--- config.mk ---
export PLATFORM = sky130hd
export DESIGN_NAME = elevator_scan_ctrl
export DESIGN_NICKNAME = d
export VERILOG_FILES = /design/src/rtl/elevator_pkg.sv /design/src/rtl/elevator_scan_ctrl_tick_timer.sv /design/src/rtl/elevator_scan_ctrl.sv
export SDC_FILE = /design/constraint.sdc
export NUM_CORES = 1
export LEC_CHECK = 0
export ABC_AREA = 1
export CELL_PAD_IN_SITES_DETAIL_PLACEMENT = 0
export CELL_PAD_IN_SITES_GLOBAL_PLACEMENT = 2
export CORE_MARGIN = 2
export CORE_UTILIZATION = 32
export DETAILED_ROUTE_END_ITERATION = 6
export PLACE_DENSITY_LB_ADDON = 0.1
export SLEW_MARGIN = 40
export SYNTH_ARGS = -nofsm -noshare
export SYNTH_HDL_FRONTEND = slang
export SYNTH_SLANG_ARGS = --single-unit
--- constraint.sdc ---
create_clock -name clk -period 2 [get_ports clk]
set_input_delay 0.3 -clock clk [delete_from_list [all_inputs] [get_ports clk]]
set_output_delay 0.3 -clock clk [all_outputs]
set_load 0.01 [all_outputs]
--- src/rtl/elevator_pkg.sv ---
// rtl/elevator_pkg.sv - shared direction codes, state encoding and mask search helpers
package elevator_pkg;

  // Direction codes as seen on the dir output
  localparam logic [1:0] DIR_UP   = 2'd1;
  localparam logic [1:0] DIR_DOWN = 2'd2;
  localparam logic [1:0] DIR_HOLD = 2'd3;

  // Widest building supported; masks are zero-extended to this width for searching
  localparam int MAX_FLOORS = 16;

  typedef enum logic [1:0] {
    IDLE = 2'd0,
    MOVE = 2'd1,
    DOOR = 2'd2
  } state_t;

  // True when any bit strictly above idx is set
  function automatic logic any_above(input logic [MAX_FLOORS-1:0] mask, input logic [3:0] idx);
    logic hit;
    hit = 1'b0;
    for (int i = 0; i < MAX_FLOORS; i++) begin
      if ((i > int'(idx)) && mask[i]) hit = 1'b1;
    end
    return hit;
  endfunction

  // True when any bit strictly below idx is set
  function automatic logic any_below(input logic [MAX_FLOORS-1:0] mask, input logic [3:0] idx);
    logic hit;
    hit = 1'b0;
    for (int i = 0; i < MAX_FLOORS; i++) begin
      if ((i < int'(idx)) && mask[i]) hit = 1'b1;
    end
    return hit;
  endfunction

endpackage

--- src/rtl/elevator_scan_ctrl_tick_timer.sv ---
// rtl/elevator_scan_ctrl_tick_timer.sv - free-running period counter with clear, enable and terminal flag
module tick_timer #(
  parameter int MAX_COUNT = 4,
  localparam int CNT_W = $clog2(MAX_COUNT)
) (
  input  logic clk,
  input  logic rst_n,
  input  logic clr,
  input  logic en,
  output logic done
);

  logic [CNT_W-1:0] r_count;

  // done marks the last cycle of a period; the count wraps to zero on it
  assign done = en && (r_count == CNT_W'(MAX_COUNT - 1));

  // Count enabled cycles; clear has priority so a restart always begins a full period
  always_ff @(posedge clk or negedge rst_n) begin
    if (!rst_n) begin
      r_count <= '0;
    end else if (clr || done) begin
      r_count <= '0;
    end else if (en) begin
      r_count <= r_count + CNT_W'(1);
    end
  end

endmodule

--- src/rtl/elevator_scan_ctrl.sv ---
// rtl/elevator_scan_ctrl.sv - N-floor collective (SCAN) elevator car controller
module elevator_scan_ctrl
  import elevator_pkg::*;
#(
  parameter int NUM_FLOORS      = 4,
  parameter int TICKS_PER_FLOOR = 50_000_000,
  parameter int DOOR_TICKS      = 100_000_000,
  localparam int FLOOR_W        = $clog2(NUM_FLOORS)
) (
  input  logic                  clk,
  input  logic                  rst_n,
  input  logic [NUM_FLOORS-1:0] req_car,
  input  logic [NUM_FLOORS-1:0] req_hall,
  output logic [FLOOR_W-1:0]    floor,
  output logic [1:0]            dir,
  output logic                  busy,
  output logic                  door_open,
  output logic [NUM_FLOORS-1:0] pending
);

  state_t                r_state;
  state_t                w_state_nxt;
  logic [FLOOR_W-1:0]    r_floor;
  logic [FLOOR_W-1:0]    w_floor_nxt;
  logic [1:0]            r_dir;
  logic [1:0]            w_dir_nxt;
  logic [1:0]            r_last_dir;
  logic [1:0]            w_last_dir_nxt;
  logic [NUM_FLOORS-1:0] r_pending;
  logic [NUM_FLOORS-1:0] w_pending_nxt;
  logic                  r_door_open;
  logic                  r_busy;

  logic [NUM_FLOORS-1:0] w_req;
  logic [NUM_FLOORS-1:0] w_cur_onehot;
  logic [NUM_FLOORS-1:0] w_clear;
  logic [NUM_FLOORS-1:0] w_latch_block;
  logic                  w_here_req;
  logic                  w_above;
  logic                  w_below;
  logic [1:0]            w_pick_dir;
  logic [FLOOR_W-1:0]    w_step_floor;
  logic                  w_step_hit;
  logic                  w_above_nf;
  logic                  w_below_nf;

  logic                  w_travel_en;
  logic                  w_travel_clr;
  logic                  w_travel_done;
  logic                  w_door_en;
  logic                  w_door_clr;
  logic                  w_door_done;

  assign w_req        = req_car | req_hall;
  assign w_cur_onehot = NUM_FLOORS'(1) << r_floor;
  assign w_here_req   = |(w_req & w_cur_onehot);

  // A press at the floor the car is parked at reopens the door instead of being queued
  assign w_latch_block = ((r_state == IDLE) || (r_state == DOOR)) ? w_cur_onehot : '0;

  assign w_above = any_above(MAX_FLOORS'(r_pending), 4'(r_floor));
  assign w_below = any_below(MAX_FLOORS'(r_pending), 4'(r_floor));

  // Floor the car reaches at the end of the current travel period
  assign w_step_floor = (r_dir == DIR_DOWN) ? (r_floor - FLOOR_W'(1)) : (r_floor + FLOOR_W'(1));
  assign w_step_hit   = r_pending[w_step_floor];
  assign w_above_nf   = any_above(MAX_FLOORS'(r_pending), 4'(w_step_floor));
  assign w_below_nf   = any_below(MAX_FLOORS'(r_pending), 4'(w_step_floor));

  assign w_travel_en  = (r_state == MOVE);
  assign w_travel_clr = (r_state != MOVE);
  assign w_door_en    = (r_state == DOOR);
  assign w_door_clr   = (r_state != DOOR) || w_here_req;

  tick_timer #(.MAX_COUNT(TICKS_PER_FLOOR)) u_travel_timer (
    .clk  (clk),
    .rst_n(rst_n),
    .clr  (w_travel_clr),
    .en   (w_travel_en),
    .done (w_travel_done)
  );

  tick_timer #(.MAX_COUNT(DOOR_TICKS)) u_door_timer (
    .clk  (clk),
    .rst_n(rst_n),
    .clr  (w_door_clr),
    .en   (w_door_en),
    .done (w_door_done)
  );

  // Departure direction from rest: tie goes to the direction last travelled
  always_comb begin
    w_pick_dir = DIR_HOLD;
    if (w_above && w_below) begin
      w_pick_dir = r_last_dir;
    end else if (w_above) begin
      w_pick_dir = DIR_UP;
    end else if (w_below) begin
      w_pick_dir = DIR_DOWN;
    end
  end

  // Next-state, floor, direction and request-clear decisions
  always_comb begin
    w_state_nxt    = r_state;
    w_floor_nxt    = r_floor;
    w_dir_nxt      = DIR_HOLD;
    w_last_dir_nxt = r_last_dir;
    w_clear        = '0;
    case (r_state)
      IDLE: begin
        if (r_pending[r_floor] || w_here_req) begin
          w_state_nxt = DOOR;
          w_clear     = w_cur_onehot;
        end else if (w_pick_dir != DIR_HOLD) begin
          w_state_nxt    = MOVE;
          w_dir_nxt      = w_pick_dir;
          w_last_dir_nxt = w_pick_dir;
        end
      end
      MOVE: begin
        w_dir_nxt = r_dir;
        if (w_travel_done) begin
          w_floor_nxt = w_step_floor;
          if (w_step_hit) begin
            w_state_nxt = DOOR;
            w_dir_nxt   = DIR_HOLD;
            w_clear     = NUM_FLOORS'(1) << w_step_floor;
          end else if ((r_dir == DIR_UP) ? w_above_nf : w_below_nf) begin
            w_state_nxt = MOVE;
          end else if ((r_dir == DIR_UP) ? w_below_nf : w_above_nf) begin
            w_dir_nxt      = (r_dir == DIR_UP) ? DIR_DOWN : DIR_UP;
            w_last_dir_nxt = w_dir_nxt;
          end else begin
            w_state_nxt = IDLE;
            w_dir_nxt   = DIR_HOLD;
          end
        end
      end
      DOOR: begin
        if (!w_here_req && w_door_done) begin
          if (w_pick_dir != DIR_HOLD) begin
            w_state_nxt    = MOVE;
            w_dir_nxt      = w_pick_dir;
            w_last_dir_nxt = w_pick_dir;
          end else begin
            w_state_nxt = IDLE;
          end
        end
      end
      default: begin
        w_state_nxt = IDLE;
      end
    endcase
  end

  // Requests accumulate until the car stops at their floor
  assign w_pending_nxt = (r_pending | (w_req & ~w_latch_block)) & ~w_clear;

  // FSM state, floor and direction registers
  always_ff @(posedge clk or negedge rst_n) begin
    if (!rst_n) begin
      r_state    <= IDLE;
      r_floor    <= '0;
      r_dir      <= DIR_HOLD;
      r_last_dir <= DIR_UP;
    end else begin
      r_state    <= w_state_nxt;
      r_floor    <= w_floor_nxt;
      r_dir      <= w_dir_nxt;
      r_last_dir <= w_last_dir_nxt;
    end
  end

  // Request latch and registered status outputs
  always_ff @(posedge clk or negedge rst_n) begin
    if (!rst_n) begin
      r_pending   <= '0;
      r_door_open <= 1'b0;
      r_busy      <= 1'b0;
    end else begin
      r_pending   <= w_pending_nxt;
      r_door_open <= (w_state_nxt == DOOR);
      r_busy      <= (w_pending_nxt != '0) || (w_state_nxt == DOOR);
    end
  end

  assign floor     = r_floor;
  assign dir       = r_dir;
  assign busy      = r_busy;
  assign door_open = r_door_open;
  assign pending   = r_pending;

  // The car must never be commanded past either end of the shaft
  a_no_up_at_top: assert property (@(posedge clk) disable iff (!rst_n)
    !((r_dir == DIR_UP) && (r_floor == FLOOR_W'(NUM_FLOORS - 1))));
  a_no_down_at_ground: assert property (@(posedge clk) disable iff (!rst_n)
    !((r_dir == DIR_DOWN) && (r_floor == '0)));
  a_floor_in_range: assert property (@(posedge clk) disable iff (!rst_n)
    (r_floor <= FLOOR_W'(NUM_FLOORS - 1)));

endmodule

-- Yosys cells after proc, flatten, opt, wreduce, memory -nomap -nowiden
Index checks and enable logic that the tools add are counted.
- output and inout port bits: 10
- flip-flop bits (word level): 67
- eq/ne operators: 17
- order comparisons: 14
- add/sub/neg operators: 4
- shift operators: 2
- mux-type cells: 57
- bitwise logic cells: 7
- reduce and logical (&&, ||, !) cells: 32
- operators by type and width (kind ; count):
    $mux W27 ; 2
    $mux W26 ; 2
    $mux W2 ; 25
    $add A27 B1 Y27 const B ; 1
    $eq A27 B27 Y1 const B ; 1
    $add A26 B1 Y26 const B ; 1
    $eq A26 B26 Y1 const B ; 1
    $mux W1 ; 18
    $pmux W2 S3 ; 3
    $logic_and A1 B1 Y1 ; 16
    $mux W4 ; 4
    $ne A2 B2 Y1 const B ; 8
    $and A4 B4 Y4 ; 3
    $gt A2 B2 Y1 const A ; 4
    $lt A1 B2 Y1 const A ; 4
    $not A4 Y4 ; 2
    $or A4 B4 Y4 ; 2
    $pmux W4 S2 ; 1
    $shl A1 B2 Y4 const A ; 2
    $reduce_and A7 Y1 ; 1
    $eq A2 B2 Y1 const B ; 3
    $logic_or A1 B1 Y1 ; 6
    $lt A2 B3 Y1 const B ; 2
    $bmux W1 S2 ; 2
    14 further kinds ; 19

-- Longest topological paths before layout
- depth in word-level cells: 15
- mapped depth: 14
- gate-level depth less buffers: 13

-- Cells and area by module
Synthesis repeated with hierarchy kept, for this count alone.
- cell total of the unflattened synthesis: 750
- area, all modules: 4913.5 sq um
- by module, submodules not included (module ; instances ; seq. area each (sq um) ; area an instance (sq um) ; cells an instance):
    tick_timer (u_travel_timer) ; 1 ; 650.6 ; 1929.4 ; 300
    tick_timer (u_door_timer) ; 1 ; 675.6 ; 1721.7 ; 263
    elevator_scan_ctrl ; 1 ; 354.1 ; 1262.5 ; 187

-- Worst setup path after synthesis
OpenSTA, ideal clock, no wires.
- kind: flip-flop to flip-flop
- start point: register r_floor[0] (netlist: floor[0])
- end point: register r_last_dir[1]
- setup slack: 0.033 ns
- clock period less this slack: 1.967 ns
- buffers on the path: 1
- stages on the path, launching flop included: 14
- data arrival time: 1.850 ns
- required time: 1.883 ns
- setup time: 0.117 ns
- path through: dfrtp_1 buf_4 inv_2 ha_1 o21ai_0 nand2_1 nor2_2 nand2_2 nand2_1 nand3_1 nor2_1 nand2_1 nand2_1 nand2_1
- longest elaborated chain between the ends: 12
- elaborated cells on any way between the ends: 66
- those cells by class: 2 x add/sub; 12 x order compare; 6 x eq/ne; 1 x shift; 26 x mux; 1 x bitwise; 18 x reduce/logical
- RTL lines (element ; line ; source):
    start: declaration ; elevator_scan_ctrl.sv:23 ; logic [FLOOR_W-1:0] r_floor;
    start signal: assignment ; elevator_scan_ctrl.sv:169 ; r_floor <= w_floor_nxt;
    $lt A1 B2 Y1 ; elevator_pkg.sv:33 ; if ((i < int'(idx)) && mask[i]) hit = 1'b1;
    $logic_and A1 B1 Y1 ; elevator_pkg.sv:33 ;
    $mux W1 (3 in a row) ; elevator_pkg.sv:33 ;
    $mux W1 ; elevator_scan_ctrl.sv:98 ; end else if (w_below) begin
    $mux W2 ; elevator_scan_ctrl.sv:96 ; end else if (w_above) begin
    $mux W2 ; elevator_scan_ctrl.sv:94 ; if (w_above && w_below) begin
    $ne A2 B2 Y1 ; elevator_scan_ctrl.sv:115, elevator_scan_ctrl.sv:142 ;
    $mux W2 ; elevator_scan_ctrl.sv:115, elevator_scan_ctrl.sv:142 ;
    $mux W2, on equally long branches ; elevator_scan_ctrl.sv:141, elevator_scan_ctrl.sv:112 ;
    $pmux W2 S3 ; elevator_scan_ctrl.sv:110 ; case (r_state)
    end signal: assignment ; elevator_scan_ctrl.sv:171 ; r_last_dir <= w_last_dir_nxt;
    end: declaration ; elevator_scan_ctrl.sv:27 ; logic [1:0] r_last_dir;
Several ways; a longest one is shown, not always the timed one. The select of a mux whose other input is x is not followed.
A chain may end at the register's enable or synchronous reset.

-- Final worst setup path
- start point: register r_floor[0] (netlist: floor[0])
- end point: register r_dir[1] (netlist: dir[1])
- longest elaborated chain between the ends: 13
- elaborated cells on any way between the ends: 66
- those cells by class: 2 x add/sub; 12 x order compare; 2 x eq/ne; 1 x shift; 30 x mux; 1 x bitwise; 18 x reduce/logical
- RTL lines (element ; line ; source):
    $add A2 B1 Y2 or $sub A2 B1 Y2 (tied branches) ; elevator_scan_ctrl.sv:65 ; assign w_step_floor = (r_dir == DIR_DOWN) ? (r_floor - FLOOR_W'(1)) : (r_floor + FLOOR_W'(1));
    $mux W2 ; elevator_scan_ctrl.sv:65 ;
    $gt A1 B2 Y1 or $lt A1 B2 Y1 (tied branches) ; elevator_pkg.sv:23, elevator_pkg.sv:33 ;
    $logic_and A1 B1 Y1, on equally long branches ; elevator_pkg.sv:23, elevator_pkg.sv:33 ;
    $mux W1, on equally long branches (3 in a row) ; elevator_pkg.sv:23, elevator_pkg.sv:33 ;
    $mux W1 ; elevator_scan_ctrl.sv:131 ; end else if ((r_dir == DIR_UP) ? w_below_nf : w_above_nf) begin
    $mux W2 ; elevator_scan_ctrl.sv:131 ;
    $mux W2 ; elevator_scan_ctrl.sv:129 ; end else if ((r_dir == DIR_UP) ? w_above_nf : w_below_nf) begin
    $mux W2 ; elevator_scan_ctrl.sv:125 ; if (w_step_hit) begin
    $mux W2 ; elevator_scan_ctrl.sv:123 ; if (w_travel_done) begin
    $pmux W2 S3 ; elevator_scan_ctrl.sv:110 ;
    end signal: assignment ; elevator_scan_ctrl.sv:170 ; r_dir <= w_dir_nxt;
    end: declaration ; elevator_scan_ctrl.sv:25 ; logic [1:0] r_dir;
Several ways; a longest one is shown, not always the timed one. The select of a mux whose other input is x is not followed.

==> impl_metrics.csv <==
group,metric,value,unit
die,io_pins,20,
synth,syn_nets,652,
clock_tree,cts_max_level,3,
clock_tree,cts_num_sinks,67,
critical_path,r2r_start,"floor[0]",
grt,grt_start_max_net_pins,68,
drt,drc_errors,0,
critical_path,end_kind,"register",
layout,n_fill_cell,1462,
grt,grtUsageTotal,17.7,%
layout,fin_nets,702,
clock_tree,cts_tree,"yes",
die,core_area,0.0133,mm^2
drt,wl_per_cell,13.9,um
synth,ys_types,34,
synth,synth_warnings,0,
critical_path,r2r_setup_slack,0.17,ns
die,die_h,121,um
drt,top_layer,"met4",
sta,slew_headroom,60.3,%
layout,stdcell_count,865,
synth,syn_inst,634,
placement,io_buffers,19,
layout,n_antenna_cell,0,
synth,mappedNetlistArea,0.00442,mm^2
layout,final_common_cell,"nand2_1",
sta,hold_violations,26,
sta,period_share,91.3,%
die,dieArea,0.0148,mm^2
layout,drive_gt1_share,12.9,%
drt,drt_iter0_drc,211,
critical_path,critical_path_class,"register to register",
synth,yosysTopAreaCell,"dfrtp_1",
drt,drt-met1-wl,6140,um
clock_tree,cts_buffers,9,
layout,seq_area,0.00168,mm^2
synth,avgSynthCellArea,6.96,um^2
drt,vias,4112,
grt,grt_first_pass_wirelength,20200,um
clock_tree,clk_latency,0.34,ns
sta,worst_slew_pin_slew,0.590,ns
die,num_rows,42,
clock_tree,holdBufCountCts,0,
drt,totalWireLength,12000,um
critical_path,arrival,2.09,ns
synth,synth_area_leaders,"dfrtp_1 (36%), nand2_1 (14%), nor2_1 (9.1%), inv_1 (6.8%), nand3_1 (6.1%)",
clock_tree,cts_buffer_depth,2,
sta,holdWs,-0.0225,ns
placement,placed_cell_area,0.00501,mm^2
synth,synth_edf_count,0,
clock_tree,clk_pin_slew,0.06,ns
layout,layout_common_cells,"nand2_1 (157), nor2_1 (106), inv_1 (80), dfrtp_1 (64), nand3_1 (51)",
sta,drv_slew,0,
critical_path,start_kind,"register",
sta,grt_setup_unrepaired,"true",
status,violations,"hold timing",
synth,synth_top_flop_cell,"dfrtp_1",
drt,antenna_left,0,
pwr,p_leak,2.36,nW
sta,fmax,548,MHz
critical_path,critPathMaxFanout,4,
drt,dr_wl_met3,267,um
placement,numPlacedInstances,849,
placement,gp_congestion,0.811,
grt,grt_pass1_vias,4071,
sta,worst_clock_skew,0.00648,ns
critical_path,cp.required,2.27,ns
die,start_util,33.1,%
pwr,ir_drop,410,uV
critical_path,r2r_end,"dir[1]",
layout,synthToLayoutAreaGrowth,21.8,%
grt,antenna_found_initial,0,
status,outcome,"finished with violations",
critical_path,rr_worst_depth,13,
drt,wl_met2,5520,um
worst_hold_path,hold_class,"input pin to asynchronous set/reset pin",
layout,multi_input_area,0.00242,mm^2
clock_tree,root_buffer,"clkbuf_16",
drt,drt_pre_antenna_iters,4,
synth,synthArstFlopShare,100,%
synth,synth-seq-area-share,38.1,%
grt,overflow,0,
synth,synthDominantCellAreaShare,36.3,%
synth,ys_seq_elements,67,
drt,drt-vias-per-instance,4.75,
layout,final_area,0.00538,mm^2
sta,setup_viol,0,
placement,hpwl,9280,um
job,maxCapViolCount,0,
pwr,cellPowerDensity,580,mW/mm^2
die,die_x,121,um
sta,finalCriticalPeriod,1.83,ns
-- synth_stat cells, types with 2 or more instances --
| master | count |
|---|---|
| or2_2 | 3 |
| nor2_2 | 5 |
| inv_1 | 80 |
| nor2_4 | 3 |
| xor2_1 | 16 |
| nor4_1 | 6 |
| nor3_2 | 5 |
| o21ai_0 | 14 |
| nand4_1 | 22 |
| buf_2 | 4 |
| nand3_1 | 54 |
| nand2_2 | 4 |
| a211oi_1 | 3 |
| buf_4 | 3 |
| nand3b_1 | 3 |
| ha_1 | 8 |
| nand3_2 | 2 |
| nor2_1 | 107 |
| nor3b_1 | 3 |
| a21oi_1 | 16 |
| dfrtp_1 | 64 |
| dfstp_2 | 3 |
| nor3_1 | 25 |
| xnor2_1 | 10 |
| nand2_1 | 159 |
| inv_2 | 4 |
-- worst max-delay path by stage --
stage | startpoint | to | slack, ns | cells past startpoint
final | floor[0] | dir[1] | 0.17 | 13
after global routing | floor[0] | dir[1] | -0.04 | 13
after detailed placement | req_hall[3] | r_last_dir[1] | 0.06 | 11
after global placement | req_hall[3] | r_last_dir[1] | 0.07 | 11
after CTS | floor[0] | r_last_dir[1] | 0.08 | 12
after floorplan | floor[0] | r_last_dir[1] | 0.03 | 13
-- sequential cells by signal (all words and copies together), names as in the netlist --
name and flops:
floor 2, dir 2, busy 1, door_open 1
r_state 2, u_travel_timer.r_count 26, r_last_dir 2, u_door_timer.r_count 27
pending 4
-- per-layer routing --
metal / track usage [%] / up-vias
met5: 0 / -
met4: 4.60 / 0
met3: 3.57 / 10
met2: 28.3 / 45
met1: 24.4 / 1920
li1: - / 2137
-- cells by family (layout without fill, tap and decap cells) --
logic type,Yosys count,count (layout),share of synthesized area [%]
and+or+nand+nor,404,404,41.5
buffers and inverters,92,147,8.19
DFF,67,67,38.1
xor gates and xnor gates,26,26,5.16
AOI/OAI and AO/OA,37,37,4.82
adders and majority gates,8,8,2.27
-- worst max-delay path, stage by stage (launching register included) --
cell and delay (ns):
dfrtp_1 0.36, inv_2 0.06, ha_1 0.33, inv_1 0.09, nand3_1 0.09, nand2_1 0.10
o21ai_0 0.11, nand2_1 0.14, buf_4 0.13, nand4_1 0.08, nand2_1 0.10, inv_1 0.06
nand2_1 0.06, nand2_1 0.05
-- power by group --
part	internal [mW]	total [mW]	switching, mW
sequential	1.36	1.36	0
clock	1.09	1.71	0.620
combinational	0.0234	0.0588	0.0354
-- through the flow --
stage | hold WS [ns] | TNS, ns | setup slack (ns) | utilization [%] | power [mW]
after floorplan | 0.00441 | 0 | 0.0331 | - | 1.39
after global placement | 0.360 | 0 | 0.0673 | 37.5 | 1.44
after detailed placement | 0.357 | 0 | 0.0554 | 37.5 | 1.44
after CTS | 0.00184 | 0 | 0.0780 | 39.9 | 3.17
after global routing | 0.0187 | -0.104 | -0.0380 | 40.3 | 3.23
final | -0.0225 | 0 | 0.174 | 40.3 | 3.12
-- final cells by class --
cell class	instances	area share (%)
clock inverter	7	1.72
multi-input combinational	475	45.1
inverter	84	5.86
timing repair buffer	47	7.82
sequential	67	31.3
tap	176	4.10
clock buffer	9	4.19
-- timing repair --
item / 4_1_cts / 5_1_grt
setup endpoints to repair: 0 / 12
buffers inserted: 0 / 0
gates resized for setup: 0 / 12
No activity file was read; power rests on OpenSTA's default activity.
